## src/rtl/apb_requester.sv

```systemverilog
`default_nettype none
// ============================================================================
// Module   : apb_requester
// Brief    : APB4 requester turning valid/ready commands into APB transfers,
//            with a wait-state timeout and a valid/ready response port.
// Revision : 1.0 - initial release
// ============================================================================

module apb_requester #(
    parameter int ADDR_W  = 12,
    parameter int DATA_W  = 32,
    parameter int TIMEOUT = 255
) (
    input  logic                clk,
    input  logic                reset_n,
    input  logic                cmd_valid,
    output logic                cmd_ready,
    input  logic                cmd_write,
    input  logic [ADDR_W-1:0]   cmd_addr,
    input  logic [DATA_W-1:0]   cmd_wdata,
    input  logic [DATA_W/8-1:0] cmd_strb,
    output logic                rsp_valid,
    input  logic                rsp_ready,
    output logic [DATA_W-1:0]   rsp_rdata,
    output logic                rsp_err,
    output logic                rsp_timeout,
    output logic                psel,
    output logic                penable,
    output logic                pwrite,
    output logic [ADDR_W-1:0]   paddr,
    output logic [DATA_W-1:0]   pwdata,
    output logic [DATA_W/8-1:0] pstrb,
    input  logic                pready,
    input  logic                pslverr,
    input  logic [DATA_W-1:0]   prdata
);

    localparam int STRB_W = DATA_W / 8;
    localparam int CNT_W  = (TIMEOUT > 0) ? $clog2(TIMEOUT + 1) : 1;

    localparam logic [CNT_W-1:0] c_timeout = CNT_W'(TIMEOUT);
    localparam logic [1:0]       c_idle    = 2'd0;
    localparam logic [1:0]       c_setup   = 2'd1;
    localparam logic [1:0]       c_access  = 2'd2;
    localparam logic [1:0]       c_resp    = 2'd3;

    logic [1:0]        r_state,       w_state_nxt;
    logic [CNT_W-1:0]  r_cnt,         w_cnt_nxt;
    logic              r_cmd_ready,   w_cmd_ready_nxt;
    logic              r_psel,        w_psel_nxt;
    logic              r_penable,     w_penable_nxt;
    logic              r_pwrite,      w_pwrite_nxt;
    logic [ADDR_W-1:0] r_paddr,       w_paddr_nxt;
    logic [DATA_W-1:0] r_pwdata,      w_pwdata_nxt;
    logic [STRB_W-1:0] r_pstrb,       w_pstrb_nxt;
    logic              r_rsp_valid,   w_rsp_valid_nxt;
    logic [DATA_W-1:0] r_rsp_rdata,   w_rsp_rdata_nxt;
    logic              r_rsp_err,     w_rsp_err_nxt;
    logic              r_rsp_timeout, w_rsp_timeout_nxt;

    logic [CNT_W-1:0]  w_cnt_inc;
    logic              w_abort;

    // The compare uses the post-increment count, so the abort lands at the end
    // of the TIMEOUT-th consecutive low-pready ACCESS cycle.
    assign w_cnt_inc = (&r_cnt) ? r_cnt : r_cnt + 1'b1;
    assign w_abort   = (TIMEOUT != 0) && (w_cnt_inc == c_timeout);

    always_ff @(posedge clk or negedge reset_n) begin
        if (!reset_n) begin
            r_state       <= c_idle;
            r_cnt         <= '0;
            r_cmd_ready   <= 1'b1;
            r_psel        <= 1'b0;
            r_penable     <= 1'b0;
            r_pwrite      <= 1'b0;
            r_paddr       <= '0;
            r_pwdata      <= '0;
            r_pstrb       <= '0;
            r_rsp_valid   <= 1'b0;
            r_rsp_rdata   <= '0;
            r_rsp_err     <= 1'b0;
            r_rsp_timeout <= 1'b0;
        end else begin
            r_state       <= w_state_nxt;
            r_cnt         <= w_cnt_nxt;
            r_cmd_ready   <= w_cmd_ready_nxt;
            r_psel        <= w_psel_nxt;
            r_penable     <= w_penable_nxt;
            r_pwrite      <= w_pwrite_nxt;
            r_paddr       <= w_paddr_nxt;
            r_pwdata      <= w_pwdata_nxt;
            r_pstrb       <= w_pstrb_nxt;
            r_rsp_valid   <= w_rsp_valid_nxt;
            r_rsp_rdata   <= w_rsp_rdata_nxt;
            r_rsp_err     <= w_rsp_err_nxt;
            r_rsp_timeout <= w_rsp_timeout_nxt;
        end
    end

    always_comb begin
        w_state_nxt       = r_state;
        w_cnt_nxt         = r_cnt;
        w_cmd_ready_nxt   = r_cmd_ready;
        w_psel_nxt        = r_psel;
        w_penable_nxt     = r_penable;
        w_pwrite_nxt      = r_pwrite;
        w_paddr_nxt       = r_paddr;
        w_pwdata_nxt      = r_pwdata;
        w_pstrb_nxt       = r_pstrb;
        w_rsp_valid_nxt   = r_rsp_valid;
        w_rsp_rdata_nxt   = r_rsp_rdata;
        w_rsp_err_nxt     = r_rsp_err;
        w_rsp_timeout_nxt = r_rsp_timeout;

        case (r_state)
            c_idle: begin
                if (cmd_valid) begin
                    w_pwrite_nxt    = cmd_write;
                    w_paddr_nxt     = cmd_addr;
                    w_pwdata_nxt    = cmd_wdata;
                    w_pstrb_nxt     = cmd_write ? cmd_strb : '0;
                    w_cnt_nxt       = '0;
                    w_psel_nxt      = 1'b1;
                    w_cmd_ready_nxt = 1'b0;
                    w_state_nxt     = c_setup;
                end
            end
            c_setup: begin
                w_penable_nxt = 1'b1;
                w_state_nxt   = c_access;
            end
            c_access: begin
                if (pready) begin
                    w_rsp_rdata_nxt   = r_pwrite ? '0 : prdata;
                    w_rsp_err_nxt     = pslverr;
                    w_rsp_timeout_nxt = 1'b0;
                    w_rsp_valid_nxt   = 1'b1;
                    w_psel_nxt        = 1'b0;
                    w_penable_nxt     = 1'b0;
                    w_state_nxt       = c_resp;
                end else if (w_abort) begin
                    w_rsp_rdata_nxt   = '0;
                    w_rsp_err_nxt     = 1'b1;
                    w_rsp_timeout_nxt = 1'b1;
                    w_rsp_valid_nxt   = 1'b1;
                    w_psel_nxt        = 1'b0;
                    w_penable_nxt     = 1'b0;
                    w_state_nxt       = c_resp;
                end else begin
                    w_cnt_nxt = w_cnt_inc;
                end
            end
            c_resp: begin
                if (rsp_ready) begin
                    w_rsp_valid_nxt = 1'b0;
                    w_cmd_ready_nxt = 1'b1;
                    w_state_nxt     = c_idle;
                end
            end
            default: begin
                w_psel_nxt      = 1'b0;
                w_penable_nxt   = 1'b0;
                w_rsp_valid_nxt = 1'b0;
                w_cmd_ready_nxt = 1'b1;
                w_state_nxt     = c_idle;
            end
        endcase
    end

    assign cmd_ready   = r_cmd_ready;
    assign psel        = r_psel;
    assign penable     = r_penable;
    assign pwrite      = r_pwrite;
    assign paddr       = r_paddr;
    assign pwdata      = r_pwdata;
    assign pstrb       = r_pstrb;
    assign rsp_valid   = r_rsp_valid;
    assign rsp_rdata   = r_rsp_rdata;
    assign rsp_err     = r_rsp_err;
    assign rsp_timeout = r_rsp_timeout;

endmodule

`default_nettype wire

```

## config.mk

```make
export PLATFORM = sky130hd
export DESIGN_NAME = apb_requester
export DESIGN_NICKNAME = d
export VERILOG_FILES = /design/src/rtl/apb_requester.sv
export SDC_FILE = /design/constraint.sdc
export NUM_CORES = 1
export LEC_CHECK = 0
export ABC_CLOCK_PERIOD_IN_PS = 2400
export BUFFER_PORTS_ARGS = -buffer_cell sky130_fd_sc_hd__buf_2
export CORE_MARGIN = 4
export CORE_UTILIZATION = 49
export CTS_BUF_LIST = sky130_fd_sc_hd__clkbuf_2
export CTS_CLUSTER_SIZE = 25
export DETAILED_ROUTE_END_ITERATION = 16
export PLACE_DENSITY = 0.82
export SLEW_MARGIN = 20
export SYNTH_ARGS = -nofsm -noshare
export SYNTH_HDL_FRONTEND = slang
export SYNTH_SLANG_ARGS = --single-unit
```

## constraint.sdc

```tcl
create_clock -name clk -period 2.4 [get_ports clk]
set_input_delay 0.12 -clock clk [delete_from_list [all_inputs] [get_ports clk]]
set_output_delay 0.12 -clock clk [all_outputs]
set_load 0.005 [all_outputs]
```

* Yosys cells after proc, flatten, opt, wreduce, memory -nomap -nowiden
Cells that the tools add are included.
** Storage, ports and cells
- Register bits :: 97
- Input port bits :: 87
- Output and inout port bits :: 87
- Logic and storage cells :: 66
** Operators by class
- Add/sub/neg operators :: 1
- Equal/unequal tests :: 9
- Multiplexer cells :: 28
- Reductions and logical operators :: 15
** Operators with widths (count)
- $mux W32 :: 3
- $mux W8 :: 4
- $pmux W8 S2 :: 1
- $reduce_and A3 Y1 :: 4
- $mux W1 :: 10
- $reduce_bool A2 Y1 :: 5
- $add A8 B1 Y8 const B :: 1
- $eq A8 B8 Y1 const B :: 1
- $mux W2 :: 4
- $ne A2 B2 Y1 const B :: 4
- $pmux W1 S2 :: 4
- $pmux W2 S4 :: 1
- $reduce_and A8 Y1 :: 1
- $reduce_and A2 Y1 :: 3
- $eq A2 B2 Y1 const B :: 2
- $mux W4 :: 1
- $reduce_and A4 Y1 :: 1
- $ne A3 B3 Y1 const B :: 1
- $eq A2 B1 Y1 const B :: 1
- $logic_not A2 Y1 :: 1

* Logic depth before layout (Yosys ltp)
Gate-level depths: netlist of the first run.
- Word-level depth :: 6
- Gate-level depth with buffers :: 9
- Mapped depth without buffers :: 7

* Worst setup path after synthesis of the first run
No wires, ideal clock.
- Path kind :: flip-flop to flip-flop
- Start point :: register r_cnt[0]
- End point :: register r_cnt[1]
- Library setup time :: 0.069 ns
- Data arrival time :: 2.133 ns
- Data required time :: 2.331 ns
- Path slack :: 0.198 ns
- Stages on the path, launching flop included :: 9
- Buffers on the path :: 1
- Clock period less this slack :: 2.202 ns
- Cells stage by stage :: dfrtp_1 -> ha_1 -> buf_2 -> a21bo_2 -> nor3_1 -> a2111oi_4 -> and3_1 -> or4_1 -> nand3_1
** On the way
- Word-level cells in the longest chain between the ends :: 5
- Elaborated cells on any way between the ends :: 9
- Classes of those cells :: add/sub: 1; eq/ne: 2; mux: 4; reduce/logical: 2
** Ends and longest elaborated chain
- start: declaration :: line 48 : logic [CNT_W-1:0] r_cnt, w_cnt_nxt;
- start signal: assignment :: line 86 : r_cnt <= w_cnt_nxt;
- $add A8 B1 Y8 / $reduce_and A8 Y1 (equally long branches) :: line 66 : assign w_cnt_inc = (&r_cnt) ? r_cnt : r_cnt + 1'b1;
- $mux W8 * :: line 66
- $eq A8 B8 Y1 / $mux W8 (equally long branches) :: line 67, 142
- $ne A2 B2 Y1 (no source line) / $mux W8 (equally long branches)
- $reduce_and A4 Y1 (no source line) / $pmux W8 S2 (equally long branches)
Mark *: on every way between the ends. The rest lies on a longest branch, timed or not. The select of a mux whose other input is x is not followed.
A chain may end at the register's enable or synchronous reset.

* Worst setup path in the final report of the first run
Same ends and word-level chain as after synthesis.

==> implementation parameters, run 1 <==
Parameter                              Value

Global routing
  Total overflow reported by the global router    0
  Met3 track demand over resource    7.93%
  Maximum number of pins on one net before global-route repair    52
  Antenna violations before repair    1
  Met1 track utilization from global routing    31.2%
  Routing usage on met2    43.1%
  Wire length of the first global-routing pass    19.9 mm
  Vias in the first global route    4019
  Most Used Layer, Global Route    met2
  All-layer global routing usage    26.2%

Timing
  Final Hold Viols    0
  Pins Over Slew Limit    0
  Upper clock frequency limit    0.446 GHz
  Final critical delay including setup and external delays    2.24 ns
  Post-Route Setup TNS    0 ns
  Final cycle utilization of the critical path    93.4%
  Fin Hold WS    0.0616 ns
  Worst clock skew on the final layout    0.0151 ns
  Setup repair after global routing missed its margin    no
  Worst-margin pin slew    0.602 ns
  Finish-stage setup viols    0
  Slew margin rel.    59.8%
  Final WS setup    0.158 ns

Cells and area
  Share of final-layout standard cells stronger than drive strength 1    44.4%
  Fill cell instance count of the final layout    471
  Cell area after layout    0.00602 mm2
  Area growth from synthesis to final layout    51.6%
  Final Core Density    77.2%
  Final layout net count    665
  Non-filler instance count after layout    682

Synthesis
  Number of enable flip-flop cells after synthesis    0
  Total of flip-flops plus latches after synthesis    97
  Post-synthesis net count    395
  YS warnings    0
  Post-synthesis async set-or-reset flop share    100%
  Syn Area/Cell    13.1 um2
  Cell types with the highest counts after synthesis    dfrtp_1, mux2_2, a22o_1, nand2_1, o21ai_0
  Area fraction of the dominant cell type after synthesis    60.4%
  Sequential fraction of the synthesis area    61.1%
  Synthesized instance count    304
  Most instantiated flip-flop cell in the synthesis netlist    dfrtp_1
  Library cells used by synthesis    43
  Post-Syn Area    0.00398 mm2
  Main area contributors after synthesis    dfrtp_1, mux2_2, a22o_1
  Most frequently used cell type in the post-synthesis netlist    dfrtp_1
  Area leader, netlist    dfrtp_1

Placement
  Half-perimeter wire length after detailed placement    7.50 mm
  Final weighted congestion in routability-driven placement    0.887
  Cell total after placement    575
  Worst Setup Slack post-DPL    0.0948 ns
  IO buf count    173
  Standard cell area after detailed placement    0.00501 mm2

Clock tree
  TritonCTS clock tree    yes
  Max Root-Sink Buffers    2
  Clk pin slew, worst setup/hold paths    0.26 ns
  Clock insertion delay at the later pin of the skew report    0.55 ns
  Clk sink count    97
  CTS Root Cell    clkbuf_2
  H-tree levels    3
  Num CTS Buffers    9

Detailed routing
  Initial DRT Pass Iterations    4
  DR vias    3679
  Routed WL    12.4 mm
  Vias per std cell    5.39
  Antenna-violating nets left    0
  DRC violation count after routing    0
  Routed length per instance    18.2 um
  Starting DRT DRC Count    155

Worst setup path
  Data arrival time at the worst-slack endpoint    2.76 ns
  Biggest fanout along the worst timing path    8
  Cell type group with the largest total delay on the critical path    simple AND/OR/NAND/NOR gates
  Worst path buffer plus inverter count    0
  List of cells traversed by the critical path    ha_2 > a21bo_2 > nor3_1 > a2111oi_4 > and3_1 > or4_1 > nand3_1
  Crit path launch type    flop
  Critical path endpoint category    flop
  Crit path kind    reg -> reg
  Endpoint required time on the critical path    2.92 ns
  Maximum single-stage delay on the critical path    0.52 ns
  Highest-delay cell along the critical path    dfrtp_2

Floorplanning
  Starting utilization of the core area    50.9%
  Core box area    0.00781 mm2
  I/O pin count    174
  DIE HEIGHT    98.1 um
  # rows    32
  Area enclosed by the die boundary    0.00962 mm2
  Die X    98.1 um

Power and ir drop
  Switching Share    36.6%
  Sw Pwr    2.27 mW
  Static leakage    3.00 nW
  Clk network pwr share    11.6%
  Internal portion of total power    3.94 mW
  Relative contribution of combinational cells to total power    42.9%
  PwrDens    1030 mW/mm2
  Sequential Power Share    45.5%
  Highest ir drop seen on vdd    0.599 mV
  Pwr Total    6.21 mW

Run
  Max_cap viols    0

Min path
  Worst min-delay path category    in -> async

Status
  Result of the run    completed
-- timing repair --
action / 4_1_cts / 5_1_grt
hold endpoints to repair: 140 / 0
gates resized for setup: 0 / 3
buffers inserted: 0 / 0
endpoints found under the setup margin: 0 / 38
hold buffers: 90 / 0
-- worst register-to-register path: stages, from the launching register on --
cell and delay [ns]:
dfrtp_2 0.52, ha_2 0.26, a21bo_2 0.24, nor3_1 0.27, a2111oi_4 0.11, and3_1 0.22, or4_1 0.52, nand3_1 0.08
-- state kept, by name, summed over array words and instances (netlist names) --
register     cells
cmd_ready        1
paddr           12
penable          1
psel             1
pstrb            4
pwdata          32
pwrite           1
r_cnt            8
r_state          2
rsp_err          1
rsp_rdata       32
rsp_timeout      1
rsp_valid        1
-- path summary, 6_finish.rpt --
check                            start  slack, ns         end  cells after the start
max                           r_cnt[0]       0.16    r_cnt[1]                      7
min                            reset_n       0.06   pwdata[6]                      2
max reg2reg                   r_cnt[0]       0.16    r_cnt[1]                      7
min reg2reg                   pstrb[0]       0.53    pstrb[0]                      2
max in group asynchronous      reset_n       1.63  pwdata[23]                      3
min in group clk           cmd_addr[2]       0.29    paddr[2]                      3
-- routing by layer --
metal	vias up	wire length [um]
met3	45	1050
met4	0	456
li1	1654	-
met1	1782	4760
met2	198	6160
met5	-	0
-- final cells by class --
class                   instances  area (um2)  share of cell area, %
diodes                          1        2.50                 0.0415
clock buffers                   9        45.0                  0.748
well taps                     102         128                   2.12
inverters                      10        37.5                  0.623
repair buffers                275        1880                   31.3
flip-flops and latches         97        2430                   40.4
multi-input cells             181        1440                   23.9
clock inverters                 7        57.6                  0.955
-- logic make-up after synthesis --
family	synth area share (%)
AO/OA/AOI/OAI	14.2
adder cells (fa/ha/maj)	1.26
AND/OR/NAND/NOR	6.83
XOR/XNOR	0.441
buffers and inverters	2.90
flip-flops	61.1
multiplexers	13.3
-- power by group through the flow --
stage	combinational, mW	clock (mW)	sequential, mW
6_report	2.66	0.721	2.83
5_1_grt	2.90	0.814	2.91
4_1_cts	2.60	0.743	2.78
3_5_place_dp	2.48	0	2.81
3_3_place_gp	2.39	0	2.77
2_1_floorplan	1.28	0	2.84
-- layout by cell type, fill, tap and decap left out, drive strengths merged, types with 2 or more instances in the layout --
cell type / synthesis / routed
mux2: 45 / 45
a31oi: 6 / 6
nand2: 20 / 20
and3: 4 / 4
dfrtp: 96 / 96
nand2b: 2 / 2
nor3: 2 / 2
ha: 4 / 4
mux2i: 2 / 2
inv: 10 / 11
buf: 7 / 185
dlygate4sd3: 0 / 90
clkinv: 0 / 4
a22o: 32 / 32
nand3: 7 / 7
nor2: 9 / 9
xnor2: 2 / 2
clkinvlp: 0 / 2
clkbuf: 9 / 9
o21ai: 13 / 13
and2: 2 / 2
a21oi: 10 / 10
nand4: 4 / 4
Note: power is estimated with default switching activity, not from simulation.
==> run 2, diff against run 1 <==
Settings changed: ABC_AREA set to 1, CORE_UTILIZATION 49 to 50.
==> run 2 against run 1 <==
  * Clock-buffer cell count increased by 1
  * Sequential power hardly changed
  * Synthesized cell count grew 64%
  * Clock power up 25%
  * Maximum frequency rose by 4.4%
  * Clock skew up 0.019 ns
  * Utilization shrank 3.3 points
  * Combinational power grew 9.8%
==> implementation parameters, run 2 <==
Parameter                              Value

Timing
  Slew margin rel.    32.1% (-28 points)
  Finish-stage setup viols    0 (unchanged)
  Final Hold Viols    0 (unchanged)
  Final cycle utilization of the critical path    89.5% (-3.9 points)
  Setup repair after global routing missed its margin    no
  Pins Over Slew Limit    0 (unchanged)
  Worst-margin pin slew    1.02 ns (+0.415 ns)
  Final critical delay including setup and external delays    2.15 ns (-0.0945 ns)
  Fin Hold WS    0.0493 ns (-0.0124 ns)
  Upper clock frequency limit    0.466 GHz (+4.4%)
  Post-Route Setup TNS    0 ns (unchanged)
  Worst clock skew on the final layout    0.0346 ns (+0.0195 ns)
  Final WS setup    0.253 ns (+0.0945 ns)

Worst setup path
  Biggest fanout along the worst timing path    32 (+24)
  Endpoint required time on the critical path    2.85 ns (-0.07 ns)
  Count of cells along the worst register-to-register path    13 (+6)
  Critical path endpoint category    flop
  Crit path launch type    flop
  Crit path kind    reg -> reg
  Data arrival time at the worst-slack endpoint    2.60 ns (-0.16 ns)

Power and ir drop
  PwrDens    1040 mW/mm2 (+1.1%)
  Highest ir drop seen on vdd    0.707 mV (+18%)
  Static leakage    3.51 nW (+17%)
  Pwr Total    6.68 mW (+7.6%)

Floorplanning
  # rows    34 (+6.3%)
  I/O pin count    174 (unchanged)
  Core box area    0.00868 mm2 (+11%)
  Area enclosed by the die boundary    0.0104 mm2 (+8.3%)
  DIE HEIGHT    102 um (+4.1%)
  Die X    102 um (+4.1%)
  Starting utilization of the core area    51.0% (+0.053 points)

Cells and area
  Area of the multi-input gates    0.00177 mm2 (+23%)
  Most frequent standard cell in the layout excluding fill and tap cells    nand2_1
  Leading cell types in the layout, fill and taps excluded    nand2_1, buf_2, dfrtp_1
  Fill cell instance count of the final layout    589 (+25%)
  Area growth from synthesis to final layout    44.9%
  Register area    0.00243 mm2 (-0.10%)
  Final layout net count    850 (+28%)
  Antenna Diode Count    0 (-1)
  Share of final-layout standard cells stronger than drive strength 1    32.9% (-12 points)

Min path
  Hold Path Cell Cnt    6
  Worst min-delay path category    in -> reg

Detailed routing
  Initial DRT Pass Iterations    5 (+1)
  Starting DRT DRC Count    204 (+32%)
  Vias per std cell    5.05 (-6.3%)
  DR vias    4407 (+20%)
  DRC violation count after routing    0 (unchanged)
  Routed WL    13.5 mm (+8.4%)
  Routed length per instance    15.5 um (-15%)
  Antenna-violating nets left    0 (unchanged)

Clock tree
  Clk sink count    97 (unchanged)
  Num CTS Buffers    9 (unchanged)
  Clk pin slew, worst setup/hold paths    0.26 ns (about the same)
  CTS Root Cell    clkbuf_2
  H-tree levels    3 (unchanged)
  TritonCTS clock tree    yes
  Clock insertion delay at the later pin of the skew report    0.53 ns (-0.02 ns)
  Max Root-Sink Buffers    2 (unchanged)

Placement
  Final weighted congestion in routability-driven placement    0.853 (-3.9%)
  IO buf count    173 (unchanged)
  Half-perimeter wire length after detailed placement    7.96 mm (+6.3%)
  Worst Setup Slack post-DPL    0.0977 ns (+0.00287 ns)

Synthesis
  Total of flip-flops plus latches after synthesis    97 (unchanged)
  Number of enable flip-flop cells after synthesis    0 (unchanged)
  Synthesized instance count    500 (+64%)
  Most frequently used cell type in the post-synthesis netlist    nand2_1
  Library cells used by synthesis    28 (-35%)
  Most instantiated flip-flop cell in the synthesis netlist    dfrtp_1
  Cell types with the highest counts after synthesis    nand2_1, dfrtp_1, nand3_1, nand2_2
  Post-synthesis net count    591 (+50%)
  YS warnings    0 (unchanged)
  Area fraction of the dominant cell type after synthesis    54.3% (-6.1 points)
  Area leader, netlist    dfrtp_1
  Post-Syn Area    0.00442 mm2 (+11%)
  Post-synthesis async set-or-reset flop share    100% (unchanged)
  Sequential fraction of the synthesis area    54.9% (-6.2 points)
  Main area contributors after synthesis    dfrtp_1, nand2_1, nand2_4
  Syn Area/Cell    8.85 um2 (-32%)

Status
  Result of the run    completed

Global routing
  Vias in the first global route    4625 (+15%)
  Total overflow reported by the global router    0 (unchanged)
  Antenna violations before repair    0 (-1)
  Wire length of the first global-routing pass    21.8 mm (+9.5%)
  Maximum number of pins on one net before global-route repair    55 (+5.8%)
  All-layer global routing usage    26.7% (+0.55 points)

Run
  Max_cap viols    0 (unchanged)
[run 2: cell count changes in the layout (fill, tap and decap cells not counted), sizes merged, moves of 3 or more]
cell	before	now
and3	4	0
a21oi	10	7
buf	185	181
nand3	7	43
nor2	9	19
nand4	4	9
a22o	32	0
a31oi	6	1
inv	11	24
nand2	20	261
mux2	45	0
[run 2: metal layers]
layer	part of all wire, %	up-vias	wire length, um	global-route usage (%)
met5	0	-	0	0
met4	3.2	0	429	10.5
li1	-	2077	-	-
met2	50	215	6760	45.7
met3	8.7	40	1170	7.65
met1	38	2075	5120	31.9
[run 2: power by group]
group / switching (mW) / internal [mW] / total [mW]
sequential: 0.517 / 2.34 / 2.86
clock: 0.549 / 0.354 / 0.903
combinational: 1.67 / 1.25 / 2.92
total: 2.73 / 3.95 / 6.68
[run 2: worst paths after layout]
path,startpoint,end,slack [ns]
worst max-delay path,r_cnt[0],rsp_rdata[22],0.25
worst min-delay path,pready,psel,0.05
worst max register to register,r_cnt[0],rsp_rdata[22],0.25
worst min register to register,rsp_rdata[30],rsp_rdata[30],0.50
max in group asynchronous,reset_n,rsp_rdata[18],1.57
min in group asynchronous,reset_n,pwdata[6],0.13
[run 2: stage by stage]
step                      instance area (um2)  utilization (%)  std cells
after floorplan                          4420                -        500
after global placement                   5370             61.9        767
after detailed placement                 5370             61.9        767
after CTS                                6400             73.8        872
after global routing                     6410             73.9        872
final                                    6410             73.9        872
[run 2: cells by family after synthesis]
logic type	after synthesis	share of synthesized area, %
AO/OA/AOI/OAI	20	2.69
XOR/XNOR	1	0.198
adder cells (fa/ha/maj)	4	1.13
buffers and inverters	45	5.12
flip-flops	97	54.9
AND/OR/NAND/NOR	333	36.0
[run 2: repair_timing]
item / 4_1_cts / 5_1_grt
setup endpoints to repair: 0 / 32
endpoints found under the hold margin: 156 / 0
hold buffers: 89 / 0
gates resized for setup: 0 / 2
buffers inserted: 0 / 0
[run 2: cell type report]
class,count,area share [%]
clock buffer,10,0.781
tap,108,2.11
multi-input combinational,358,27.6
timing repair buffer,270,28.8
sequential,97,37.9
clock inverter,6,1.41
inverter,23,1.46
[run 2: critical path: stages, from the launching register on]
cell and delay (ns):
dfrtp_1 0.47, ha_1 0.22, nand2_2 0.10, nor2_4 0.15, nand2_2 0.17, nand2_1 0.15, o21ai_4 0.07, nand2_2 0.08
nor2_4 0.04, nand3_4 0.08, nand2_4 0.07, inv_8 0.28, nand2_1 0.08, nand2_1 0.10
